[src/rtl/dice_pkg.sv]
// Shared types and constants for the dice roll controller: FSM states, face
// range and the 7-LED pip patterns.
package dice_pkg;

    localparam int unsigned FACE_W = 3;
    localparam int unsigned PIPS_W = 7;

    localparam logic [FACE_W-1:0] FACE_MIN = 3'd1;
    localparam logic [FACE_W-1:0] FACE_MAX = 3'd6;

    // bit0 TL, bit1 TR, bit2 ML, bit3 C, bit4 MR, bit5 BL, bit6 BR
    localparam logic [PIPS_W-1:0] PIPS_OFF = 7'b0000000;
    localparam logic [PIPS_W-1:0] PIPS_1   = 7'b0001000;
    localparam logic [PIPS_W-1:0] PIPS_2   = 7'b1000001;
    localparam logic [PIPS_W-1:0] PIPS_3   = 7'b1001001;
    localparam logic [PIPS_W-1:0] PIPS_4   = 7'b1100011;
    localparam logic [PIPS_W-1:0] PIPS_5   = 7'b1101011;
    localparam logic [PIPS_W-1:0] PIPS_6   = 7'b1110111;

    typedef enum logic [1:0] {
        IDLE,
        ROLLING,
        SETTLING,
        SHOW
    } state_e;

    function automatic logic face_valid(input logic [FACE_W-1:0] f);
        return (f >= FACE_MIN) && (f <= FACE_MAX);
    endfunction

    function automatic logic [PIPS_W-1:0] face_to_pips(input logic [FACE_W-1:0] f);
        case (f)
            3'd1:    return PIPS_1;
            3'd2:    return PIPS_2;
            3'd3:    return PIPS_3;
            3'd4:    return PIPS_4;
            3'd5:    return PIPS_5;
            3'd6:    return PIPS_6;
            default: return PIPS_OFF;
        endcase
    endfunction

endpackage

[src/rtl/btn_debounce.sv]
// Push-button conditioner: 2-flop synchroniser, stability counter and
// single-cycle press/release strobes of the debounced level.
module btn_debounce #(
    parameter int unsigned DEBOUNCE_CYCLES = 16
) (
    input  logic clk,
    input  logic rst,
    input  logic btn,
    output logic press_c,
    output logic release_c
);
    localparam int unsigned CNT_W = $clog2(DEBOUNCE_CYCLES);

    logic             sync1_q, sync2_q;
    logic             level_q, level_d;
    logic [CNT_W-1:0] cnt_q, cnt_d;
    logic             flip_c;

    // Level flips in the cycle the count would reach DEBOUNCE_CYCLES
    always_comb begin
        flip_c  = (sync2_q != level_q) && (cnt_q == CNT_W'(DEBOUNCE_CYCLES - 1));
        cnt_d   = '0;
        level_d = level_q;
        if (flip_c) begin
            level_d = sync2_q;
        end else if (sync2_q != level_q) begin
            cnt_d = cnt_q + CNT_W'(1);
        end
    end

    assign press_c   = flip_c & sync2_q;
    assign release_c = flip_c & ~sync2_q;

    always_ff @(posedge clk or posedge rst) begin
        if (rst) begin
            sync1_q <= 1'b0;
            sync2_q <= 1'b0;
            level_q <= 1'b0;
            cnt_q   <= '0;
        end else begin
            sync1_q <= btn;
            sync2_q <= sync1_q;
            level_q <= level_d;
            cnt_q   <= cnt_d;
        end
    end

endmodule

[src/rtl/dice_roll_ctrl.sv]
// Dice roll controller: animates the die while the button is held, latches one
// face on release. Define DICE_SETTLE_ANIM_EN to build the decelerating SETTLING phase.
module dice_roll_ctrl
    import dice_pkg::*;
#(
    parameter int unsigned DEBOUNCE_CYCLES = 16,
    parameter int unsigned ANIM_BASE       = 4,
    parameter int unsigned SETTLE_STEPS    = 5
) (
    input  logic              clk,
    input  logic              rst,
    input  logic [FACE_W-1:0] dice_value,
    input  logic              btn,
    output logic [PIPS_W-1:0] pips,
    output logic [FACE_W-1:0] result,
    output logic              result_valid,
    output logic              is_three,
    output logic              busy
);
    localparam int unsigned       TICK_W    = $clog2(ANIM_BASE * (SETTLE_STEPS + 1) + 1);
    localparam logic [TICK_W-1:0] TICK_WRAP = TICK_W'(ANIM_BASE - 1);

    state_e              state_q, state_d;
    logic [TICK_W-1:0]   tick_q, tick_d;
    logic [FACE_W-1:0]   disp_q, disp_d;
    logic [FACE_W-1:0]   result_q, result_d;
    logic [PIPS_W-1:0]   pips_q, pips_d;
    logic                result_valid_q, result_valid_d;
    logic                is_three_q, is_three_d;
    logic                busy_q, busy_d;
    logic                press_c, release_c, sample_c;
`ifdef DICE_SETTLE_ANIM_EN
    localparam int unsigned STEP_W = $clog2(SETTLE_STEPS + 1);
    logic [STEP_W-1:0]   step_q, step_d;
    logic [TICK_W-1:0]   interval_c;
`else
    logic                pend_q, pend_d;
`endif

    btn_debounce #(
        .DEBOUNCE_CYCLES(DEBOUNCE_CYCLES)
    ) u_btn_debounce (
        .clk       (clk),
        .rst       (rst),
        .btn       (btn),
        .press_c   (press_c),
        .release_c (release_c)
    );

    always_comb begin
        state_d        = state_q;
        tick_d         = tick_q;
        disp_d         = disp_q;
        result_d       = result_q;
        result_valid_d = 1'b0;
        sample_c       = 1'b0;
`ifdef DICE_SETTLE_ANIM_EN
        step_d     = step_q;
        interval_c = TICK_W'(ANIM_BASE * (32'(step_q) + 32'd2));
`else
        pend_d = pend_q;
`endif

        // Sample tick generation; the face is sampled before any transition
        case (state_q)
            ROLLING: begin
                sample_c = (tick_q == TICK_WRAP);
`ifndef DICE_SETTLE_ANIM_EN
                sample_c = sample_c || pend_q;
`endif
                tick_d = (tick_q == TICK_WRAP) ? '0 : tick_q + TICK_W'(1);
            end
`ifdef DICE_SETTLE_ANIM_EN
            SETTLING: begin
                if (step_q == STEP_W'(SETTLE_STEPS)) begin
                    sample_c = 1'b1;
                    tick_d   = '0;
                end else if (tick_q == interval_c - TICK_W'(1)) begin
                    sample_c = 1'b1;
                    tick_d   = '0;
                    step_d   = step_q + STEP_W'(1);
                end else begin
                    tick_d = tick_q + TICK_W'(1);
                end
            end
`endif
            default: ;
        endcase

        if (sample_c && face_valid(dice_value)) begin
            disp_d = dice_value;
        end

        case (state_q)
            IDLE, SHOW: begin
                if (press_c) begin
                    state_d = ROLLING;
                    tick_d  = TICK_WRAP;
                end
            end
            ROLLING: begin
`ifdef DICE_SETTLE_ANIM_EN
                if (release_c) begin
                    state_d = SETTLING;
                    tick_d  = '0;
                    step_d  = '0;
                end
`else
                // Without settling, a release waits here until a legal face is held
                if (press_c) begin
                    pend_d = 1'b0;
                end else if (release_c || pend_q) begin
                    if (face_valid(disp_d)) begin
                        state_d        = SHOW;
                        result_d       = disp_d;
                        result_valid_d = 1'b1;
                        pend_d         = 1'b0;
                    end else begin
                        pend_d = 1'b1;
                    end
                end
`endif
            end
`ifdef DICE_SETTLE_ANIM_EN
            SETTLING: begin
                if (press_c) begin
                    state_d = ROLLING;
                    tick_d  = TICK_WRAP;
                    step_d  = '0;
                end else if (sample_c && (step_q >= STEP_W'(SETTLE_STEPS - 1))
                             && face_valid(disp_d)) begin
                    state_d        = SHOW;
                    result_d       = disp_d;
                    result_valid_d = 1'b1;
                end
            end
`endif
            default: state_d = IDLE;
        endcase

        busy_d     = (state_d == ROLLING) || (state_d == SETTLING);
        is_three_d = (state_d == SHOW) && (result_d == FACE_W'(3));
        case (state_d)
            IDLE:    pips_d = PIPS_OFF;
            SHOW:    pips_d = face_to_pips(result_d);
            default: pips_d = face_to_pips(disp_d);
        endcase
    end

    always_ff @(posedge clk or posedge rst) begin
        if (rst) begin
            state_q        <= IDLE;
            tick_q         <= '0;
            disp_q         <= '0;
            result_q       <= '0;
            pips_q         <= PIPS_OFF;
            result_valid_q <= 1'b0;
            is_three_q     <= 1'b0;
            busy_q         <= 1'b0;
`ifdef DICE_SETTLE_ANIM_EN
            step_q         <= '0;
`else
            pend_q         <= 1'b0;
`endif
        end else begin
            state_q        <= state_d;
            tick_q         <= tick_d;
            disp_q         <= disp_d;
            result_q       <= result_d;
            pips_q         <= pips_d;
            result_valid_q <= result_valid_d;
            is_three_q     <= is_three_d;
            busy_q         <= busy_d;
`ifdef DICE_SETTLE_ANIM_EN
            step_q         <= step_d;
`else
            pend_q         <= pend_d;
`endif
        end
    end

    assign pips         = pips_q;
    assign result       = result_q;
    assign result_valid = result_valid_q;
    assign is_three     = is_three_q;
    assign busy         = busy_q;

endmodule

[config.mk]
export PLATFORM = sky130hd
export DESIGN_NAME = dice_roll_ctrl
export DESIGN_NICKNAME = d
export VERILOG_FILES = /design/src/rtl/dice_pkg.sv /design/src/rtl/btn_debounce.sv /design/src/rtl/dice_roll_ctrl.sv
export SDC_FILE = /design/constraint.sdc
export NUM_CORES = 1
export LEC_CHECK = 0
export CORE_MARGIN = 1
export CORE_UTILIZATION = 30
export DETAILED_ROUTE_END_ITERATION = 8
export SLEW_MARGIN = 20
export SYNTH_ARGS = -nofsm -noshare
export SYNTH_HDL_FRONTEND = slang
export SYNTH_SLANG_ARGS = --single-unit
[constraint.sdc]
create_clock -name clk -period 2.86 [get_ports clk]
set_input_delay 0.572 -clock clk [delete_from_list [all_inputs] [get_ports clk]]
set_output_delay 0.572 -clock clk [all_outputs]
set_load 0.02 [all_outputs]
# Word-level counts from Yosys, hierarchy flattened
# Cells that the tools add are included.
# classes
add_sub_neg,2
magnitude_cmp,4
n_eq_ne,20
mux,27
bitwise,3
n_reduce_logical,13
# ops
cell,count
7-bit one-hot mux with 6 select lines,2
5-bit 2-to-1 mux,4
3-bit == test (second input constant),6
3-bit 2-to-1 mux,5
7-bit one-hot mux with 2 select lines,1
3-bit by 2-bit == test with 1-bit output (second input constant),4
1-bit 2-to-1 mux,8
2-bit 2-to-1 mux,4
4-bit 2-to-1 mux,2
2-bit == test (second input constant),3
3-bit by 1-bit == test with 1-bit output (second input constant),2
3-bit by 1-bit >= comparator with 1-bit output (second input constant),2
3-bit less-or-equal comparator (second input constant),2
5-bit by 1-bit adder with 5-bit output (second input constant),1
5-bit by 2-bit == test with 1-bit output (second input constant),1
1-bit logical AND,5
4-bit by 1-bit adder with 4-bit output (second input constant),1
2-bit by 1-bit == test with 1-bit output (second input constant),2
4-bit == test (second input constant),1
2-bit zero test,2
2-bit one-hot mux with 2 select lines,1
1-bit logical OR,3
1-bit bitwise AND,2
2-bit AND reduction,1
other kinds (4),4
# totals
regBits,31
output_inout_bits,13
elab_cells,82

# Depth between registers and ports, before layout
# logic_depth
word_depth,14
depth_mapped,13
mapped_depth_nobuf,13

# Cells and area by module
# Synthesis repeated with hierarchy kept, for this count alone.
# hier_totals
hier_cells,172
hier_area_um2,1676.6
# by_module_without_submodules
mod,instances,cells_each,area_each_um2
dice_roll_ctrl,1,150,1388.8
btn_debounce,1,22,287.8

# Worst setup path before layout
# OpenSTA, ideal clock, no wires.
# synth_path
path_kind,register to register
start,register tick_q[0]
end,register pips_q[0] (netlist: pips[0])
arrival_ns,2.782
required_time_ns,2.721
setup_slack_ns,-0.060
stages_incl_launch_ff,14
n_path_buf,0
path_cell_list,dfrtp_1 -> ha_1 -> nor4b_4 -> o21a_2 -> mux2_4 -> nor2_8 -> nor2_1 -> o21a_1 -> nor2_1 -> ha_1 -> nor2b_1 -> o21ai_0 -> a2111oi_2 -> or4_1
# synth_between
word_cells_on_any_way,33
# synth_rtl
element,line_no,text
"start, declared",dice_roll_ctrl.sv:24,"logic [TICK_W-1:0] tick_q, tick_d;"
"start signal, assigned",dice_roll_ctrl.sv:167,tick_q <= tick_d;
5-bit by 2-bit == test with 1-bit output *,dice_roll_ctrl.sv:67,sample_c = (tick_q == TICK_WRAP);
1-bit logical OR *,dice_roll_ctrl.sv:69,sample_c = sample_c || pend_q;
1-bit 2-to-1 mux *,dice_roll_ctrl.sv:65,case (state_q)
1-bit logical AND *,dice_roll_ctrl.sv:90,if (sample_c && face_valid(dice_value)) begin
3-bit 2-to-1 mux *,dice_roll_ctrl.sv:90,
3-bit by 1-bit >= comparator with 1-bit output / 3-bit less-or-equal comparator (equally long branches),dice_pkg.sv:28,return (f >= FACE_MIN) && (f <= FACE_MAX);
1-bit logical AND *,dice_pkg.sv:28,
2-bit 2-to-1 mux *,dice_roll_ctrl.sv:113,if (face_valid(disp_d)) begin
2-bit 2-to-1 mux *,dice_roll_ctrl.sv:112,end else if (release_c || pend_q) begin
2-bit 2-to-1 mux *,dice_roll_ctrl.sv:110,if (press_c) begin
2-bit one-hot mux with 2 select lines *,dice_roll_ctrl.sv:94,case (state_q)
net state_d[1],dice_roll_ctrl.sv:23,"state_e state_q, state_d;"
2-bit == test / 2-bit zero test (equally long branches),dice_roll_ctrl.sv:143,case (state_d)
7-bit one-hot mux with 2 select lines *,dice_roll_ctrl.sv:143,
net pips_d[0],dice_roll_ctrl.sv:27,"logic [PIPS_W-1:0] pips_q, pips_d;"
"end signal, assigned",dice_roll_ctrl.sv:170,pips_q <= pips_d;
"end, declared",dice_roll_ctrl.sv:27,
# The timed path passes the listed nets; every way through them passes the cells marked *.
# A chain may end at the register's enable or synchronous reset.

# Worst setup path after layout
# layout_path
start,register tick_q[1]
end,register pips_q[0] (netlist: pips[0])
# Same word-level chain as after synthesis.

==> implementation parameters <==
Parameter                              Value

Clock tree
  Clock transition time at the flip-flop clock pins of the worst setup and hold paths    approximately 0.10 ns
  Maximum count of clock buffers along a single path    2
  CTS Hold Buffers Added    0
  TritonCTS clock tree    done
  H-tree depth    1
  Clock latency on the worst-skew pair    approximately 0.28 ns
  Number of buffers created by CTS    3
  Number of sinks on the clock net    28
  Root cell of the clock tree    clkbuf_8

Place
  Total placed instance area    2200 um2
  Final Wtd Congestion    0.847
  HPWL after DPL    just under 3 mm
  Total instance count after detailed placement    about 290
  Port Buffers    18

Min path
  Path class of the lowest-slack min-delay path    register to register
  Origin of the worst min-delay path    u_btn_debounce.sync1_q
  Worst hold path depth    0

Drt
  Violation count after the first detailed-routing iteration    between 50 and 60
  Vias per std cell    approximately 4.9
  Wire length after detailed routing    about 4 mm
  Routed len/inst    around 13 um
  Antenna Nets Post-Route    0
  Via count    around 1.5k
  Residual DRC    0
  Number of search-and-repair iterations in the first detailed-routing pass    4

Critical path
  Crit Path Max Fanout    4
  Data required time of the worst path    3.01 ns
  CP arrival    3.09 ns
  Critical R2R Launch    tick_q[1]
  Worst Setup End Kind    register
  Cells on worst reg2reg path    14
  Critical path type    register to register
  Startpoint types    register
  CP startpoint    tick_q[1]

Die
  Num ports    19
  Floorplan die width    approximately 80 um
  Starting density of the core    0.312
  Core area    around 5500 um2
  Die extent in y    approximately 80 um
  Die ar.    slightly above 6000 um2
  Number of rows in the core area    27

Logic synthesis
  Sequential-to-total area share from yosys stat    0.406
  EDFF count, synth    0
  Net Count, Synth    190
  Number of synthesis warnings    0
  Gate count after technology mapping    178
  Mapped Area    approximately 1700 um2
  Synth Register Bits    28
  Async SR Flop Fraction    1.00
  Top cells by area, synth    dfrtp_1, nor2_1, ha_1
  Post-synth top area share    0.406
  Post-synth top area cell    dfrtp_1
  Number of unique standard cell types used by synthesis    60
  Top flip-flop cell by instance count after synthesis    dfrtp_1
  Synthesized area per cell    around 9.7 um2

Timing
  Max-slew headroom at the worst pin    0.707
  Period minus WS final    2.94 ns
  Worst hold margin    0.360 ns
  Final critical-path share of the clock period    1.03
  Highest achievable clock rate    340 MHz
  Worst slew pin tran    around 0.44 ns
  Final Worst Setup Slack    -0.0791 ns
  Unrepaired setup endpoints after global routing    yes
  Number of endpoints with negative hold slack in the final report    0
  Setup violations, final    3
  Final slew viol count    0
  Clock Skews    between 0.003 and 0.004 ns

Global routing
  Largest net degree at the start of global routing    29
  Gr usage total    0.137
  Sum of overflow across all layers after global routing    0
  Number of global-route vias before repair    about 1.5k
  Antenna violations before repair    0
  Global-route wire length before repair    about 6.7 mm

Layout
  Number of diodes    0
  Post-route cell area    ~2400 um2
  Fraction of final layout cells sized beyond drive strength 1    0.320
  Number of standard cells in the final layout excluding fillers    ~300
  Syn-to-layout area delta    38.6%
  Total number of nets in the final design    between 200 and 250
  Utilization of the core after routing    0.432

Status
  Result of the run    complete, but fails checks
  Violated checks    negative setup slack

Run
  Max-capacitance violation count    0

Power
  Peak VDD IR    between 200 and 300 uV
  Leakage    between 1 and 1.5 nW
  Power density normalized to cell area    between 700 and 800 nW/um2
## layer usage
| metal | up-vias | GRT usage | routed length, um |
|---|---|---|---|
| met1 | 713 | 0.187 | 1950 |
| li1 | 738 | - | - |
| met4 | 0 | 0.0302 | 10 |
| met3 | 4 | 0.0247 | 171 |
| met2 | 31 | 0.225 | 1870 |
| met5 | - | 0 | 0 |
## area by class of cell
class / count / area [um2]
multi-input cells: 125 / 997
well taps: 72 / 90.1
repair buffers: 58 / 488
fillers: 555 / 3150
inverters: 16 / 62.6
clock buffers: 4 / 55.1
flip-flops and latches: 28 / 701
## flip-flops by register name, summed over array words and instances (netlist names)
signal and flops:
u_btn_debounce.sync2_q 1, tick_q 5, disp_q 3, pend_q 1
busy 1, result 3, pips 4, u_btn_debounce.sync1_q 1
u_btn_debounce.level_q 1, is_three 1, state_q 2, result_valid 1
u_btn_debounce.cnt_q 4
## worst paths after layout
path / endpoint / slack [ns]
setup / recovery: pips[0] / -0.08
hold / removal: u_btn_debounce.sync2_q / 0.36
setup reg to reg: pips[0] / -0.08
hold reg to reg: u_btn_debounce.sync2_q / 0.36
max in group asynchronous: disp_q[2] / 1.94
min in group asynchronous: u_btn_debounce.cnt_q[1] / 0.65
## logic make-up (layout without fill, tap and decap cells)
group	count (synthesis)	count (layout)	share of synthesized area
mux	2	2	0.0145
flops	28	28	0.406
compound gates	49	49	0.229
xor+xnor	5	5	0.0254
buf+inv	25	78	0.0761
simple gates	63	63	0.206
fa+ha+maj	6	6	0.0435
## critical path, cell delays in order, from the launching register on
cell and delay [ns]:
dfrtp_1 0.38, ha_2 0.19, nor4b_4 0.27, buf_6 0.19, o21ai_4 0.06, o31ai_4 0.18, buf_6 0.15, nor2_8 0.04
nor2_4 0.10, o21a_1 0.17, nor2_4 0.07, ha_4 0.30, nor2b_4 0.06, o211a_1 0.13, or4_4 0.52
## per-stage QoR
step	TNS, ns	setup WS (ns)	total power [mW]
floorplan	-0.0328	-0.0328	1.16
global placement	-0.911	-0.368	1.48
detailed placement	-1.23	-0.432	1.49
CTS	-0.0861	-0.0861	1.81
global route	-0.382	-0.157	1.99
finish	-0.140	-0.0791	1.86
## synth_stat cells (2+ instances only)
master and number:
or3_1 2, o221ai_1 2, buf_4 4, nor3b_1 2
inv_1 15, nor3_1 3, o31ai_1 2, ha_1 6
xnor2_1 2, a31oi_1 2, nand2_1 10, o21a_1 3
dfrtp_1 28, nor2b_1 4, a21oi_1 8, buf_2 2
nand4_1 2, nor2_1 22, nand3_1 5, o2111ai_1 2
xor2_1 3, o21ai_0 11
## cells in the final DEF, fill, tap and decap left out, types with 2 or more instances in the layout
cell / count
a21oi_1: 7
a21oi_2: 2
buf_4: 37
buf_6: 3
clkbuf_8: 4
clkdlybuf4s50_1: 15
dfrtp_1: 28
dlygate4sd2_1: 3
ha_1: 3
ha_2: 2
inv_1: 15
nand2_1: 10
nand3_1: 5
nand4_1: 2
nor2_1: 20
nor2_4: 2
nor2b_1: 3
nor3_1: 3
nor3b_1: 2
o2111ai_1: 2
o21a_1: 3
o21ai_0: 10
o221ai_1: 2
or3_1: 2
xnor2_1: 2
xor2_1: 3
## report_power, final
part,leakage (nW),internal (mW),total (mW),switching (mW)
Combinational,0.670,0.531,1.03,0.500
Clock,0.0288,0.123,0.251,0.127
Sequential,0.347,0.493,0.580,0.0861
Total,1.05,1.15,1.86,0.713
## timing repair
action,CTS,global route
gates resized for setup,11,10
setup buffers,5,1
pin swaps,8,10
setup endpoints to repair,3,4
No activity file was read; power rests on OpenSTA's default activity.
==> edit, RTL diff (same flow settings) <==
Change the package constant `FACE_W` from 3 to 6.
--- a/src/rtl/dice_pkg.sv
+++ b/src/rtl/dice_pkg.sv
@@ -2,7 +2,7 @@
 // range and the 7-LED pip patterns.
 package dice_pkg;
 
-    localparam int unsigned FACE_W = 3;
+    localparam int unsigned FACE_W = 6;
     localparam int unsigned PIPS_W = 7;
 
     localparam logic [FACE_W-1:0] FACE_MIN = 3'd1;
Ports: changed (resized dice_value and result); port bits go from 19 to 25. No check against the original RTL was run, so the function may have changed too.
==> edit against the unedited design <==
- the run still ends with negative setup slack left
- largest power group unchanged
- clock power rose by 69%
- sequential cell count increased by 6
- global-route usage is 1.4 points higher
- routed wire length rose by 20%
- largest cell class unchanged
- final cell count rose by 14%
- utilization grew 2.0 points
- total power rose by 52%
- final area increased by 20%
- synthesized area up 15%
- setup slack worse by 0.33 ns
- sequential power rose by 19%
==> edit: results <==
[setup_path]
cp_slowest_stage_delay_ns = 0.58
path_max_fanout = 4
crit_slowest_cell = "or4b_4"
cp_top_family = "compound AO/OA/AOI/OAI gates"

[logic_synthesis]
yosysSeqAreaShare = 0.4298
synth_common_cells = "dfrtp_1 (34), nor2_1 (17), inv_1 (14), o21ai_0 (11), nand2_1 (10)"
syn_nets = 208
netlist-cell-type-count = 59
synthTopCellsByArea = "dfrtp_1 (43%), ha_1 (3.8%), nor2_1 (3.2%), o21ai_0 (2.8%), inv_1 (2.7%)"
ys_warn_count = 0

[power_and_ir_drop]
seqPwrFrac = 0.244
p_clk_uw = 424
vdd_drop_max_v = 0.0003771
p_sw_mw = 1.115
power_leakage_nw = 1.280

[place]
hpwl_mm = 3.359
postPlaceCellArea_um2 = 2582
portBuffers = 24
gp_congestion = 0.9573

[clock_tree]
cts_inserted_buffers = 5
htree_num_levels = 2
clock_latency_ns = 0.30
path_clk_slew_ns = 0.07

[grt]
grt_pass1_vias = 1706
grt_max_degree = 35
grt_pass1_wl_mm = 8.307
grt_use_total = 0.1510

[sta]
setup_viol = 5
worst_slew_pin_slew_ns = 0.4430
setup_slack_ns = -0.4126
fin_skew_ns = 0.01161

[layout]
drive_above_1_share = 0.3521
diodes = 0
nNetsFinal = 281

[drt]
wirelength_mm = 4.810
viasPerCell = 5.067
drt_iter0_drc = 83

[status]
status = "finished with violations"
violations = "negative setup slack"
edit: metal layers:
layer,global-route usage,share of wire,up-vias
met5,0,0,-
met4,0.06270,0.021,0
li1,-,-,849
met1,0.2170,0.49,840
met3,0.03380,0.054,10
met2,0.2176,0.43,44
edit: final cells by class:
class                           instances  area, µm²
Sequential cell                        34      850.8
Tap cell                               77      96.34
Fill cell                             583       3477
Timing Repair Buffer                   73      620.6
Inverter                               16      65.06
Multi-Input combinational cell        136       1130
Clock buffer                            8      110.1
edit: cell families after synthesis:
group | synth area share
mux | 0.02275
compound gates | 0.2276
buf+inv | 0.05310
xor+xnor | 0.02213
fa+ha+maj | 0.03793
simple gates | 0.2067
flops | 0.4298
edit: what timing repair did:
action | CTS | global route
setup buffers | 5 | 7
endpoints found under the setup margin | 8 | 5
resized for setup | 10 | 14
cloned | 0 | 0
pin swaps | 9 | 12
edit: worst paths after layout:
path,from,to,slack (ns),depth (start not counted)
max,dice_value[5],pips[4],-0.41,14
min,u_btn_debounce.sync1_q,u_btn_debounce.sync2_q,0.36,0
max reg2reg,state_q[1],pips[4],-0.41,15
min reg2reg,u_btn_debounce.sync1_q,u_btn_debounce.sync2_q,0.36,0
max in group asynchronous,rst,result[0],1.87,3
min in group asynchronous,rst,u_btn_debounce.level_q,0.67,3
edit: through the flow:
step,hold WS [ns],power (mW),std cells,setup TNS (ns),worst slack (ns)
2_1_floorplan,0.3312,1.636,193,-2.355,-0.5383
3_3_place_gp,0.3355,2.166,324,-5.349,-0.8247
3_5_place_dp,0.3419,2.166,324,-5.743,-0.8905
4_1_cts,0.3579,2.699,337,-1.472,-0.3628
5_1_grt,0.3717,3.037,344,-2.355,-0.5377
6_report,0.3556,2.837,344,-1.666,-0.4126
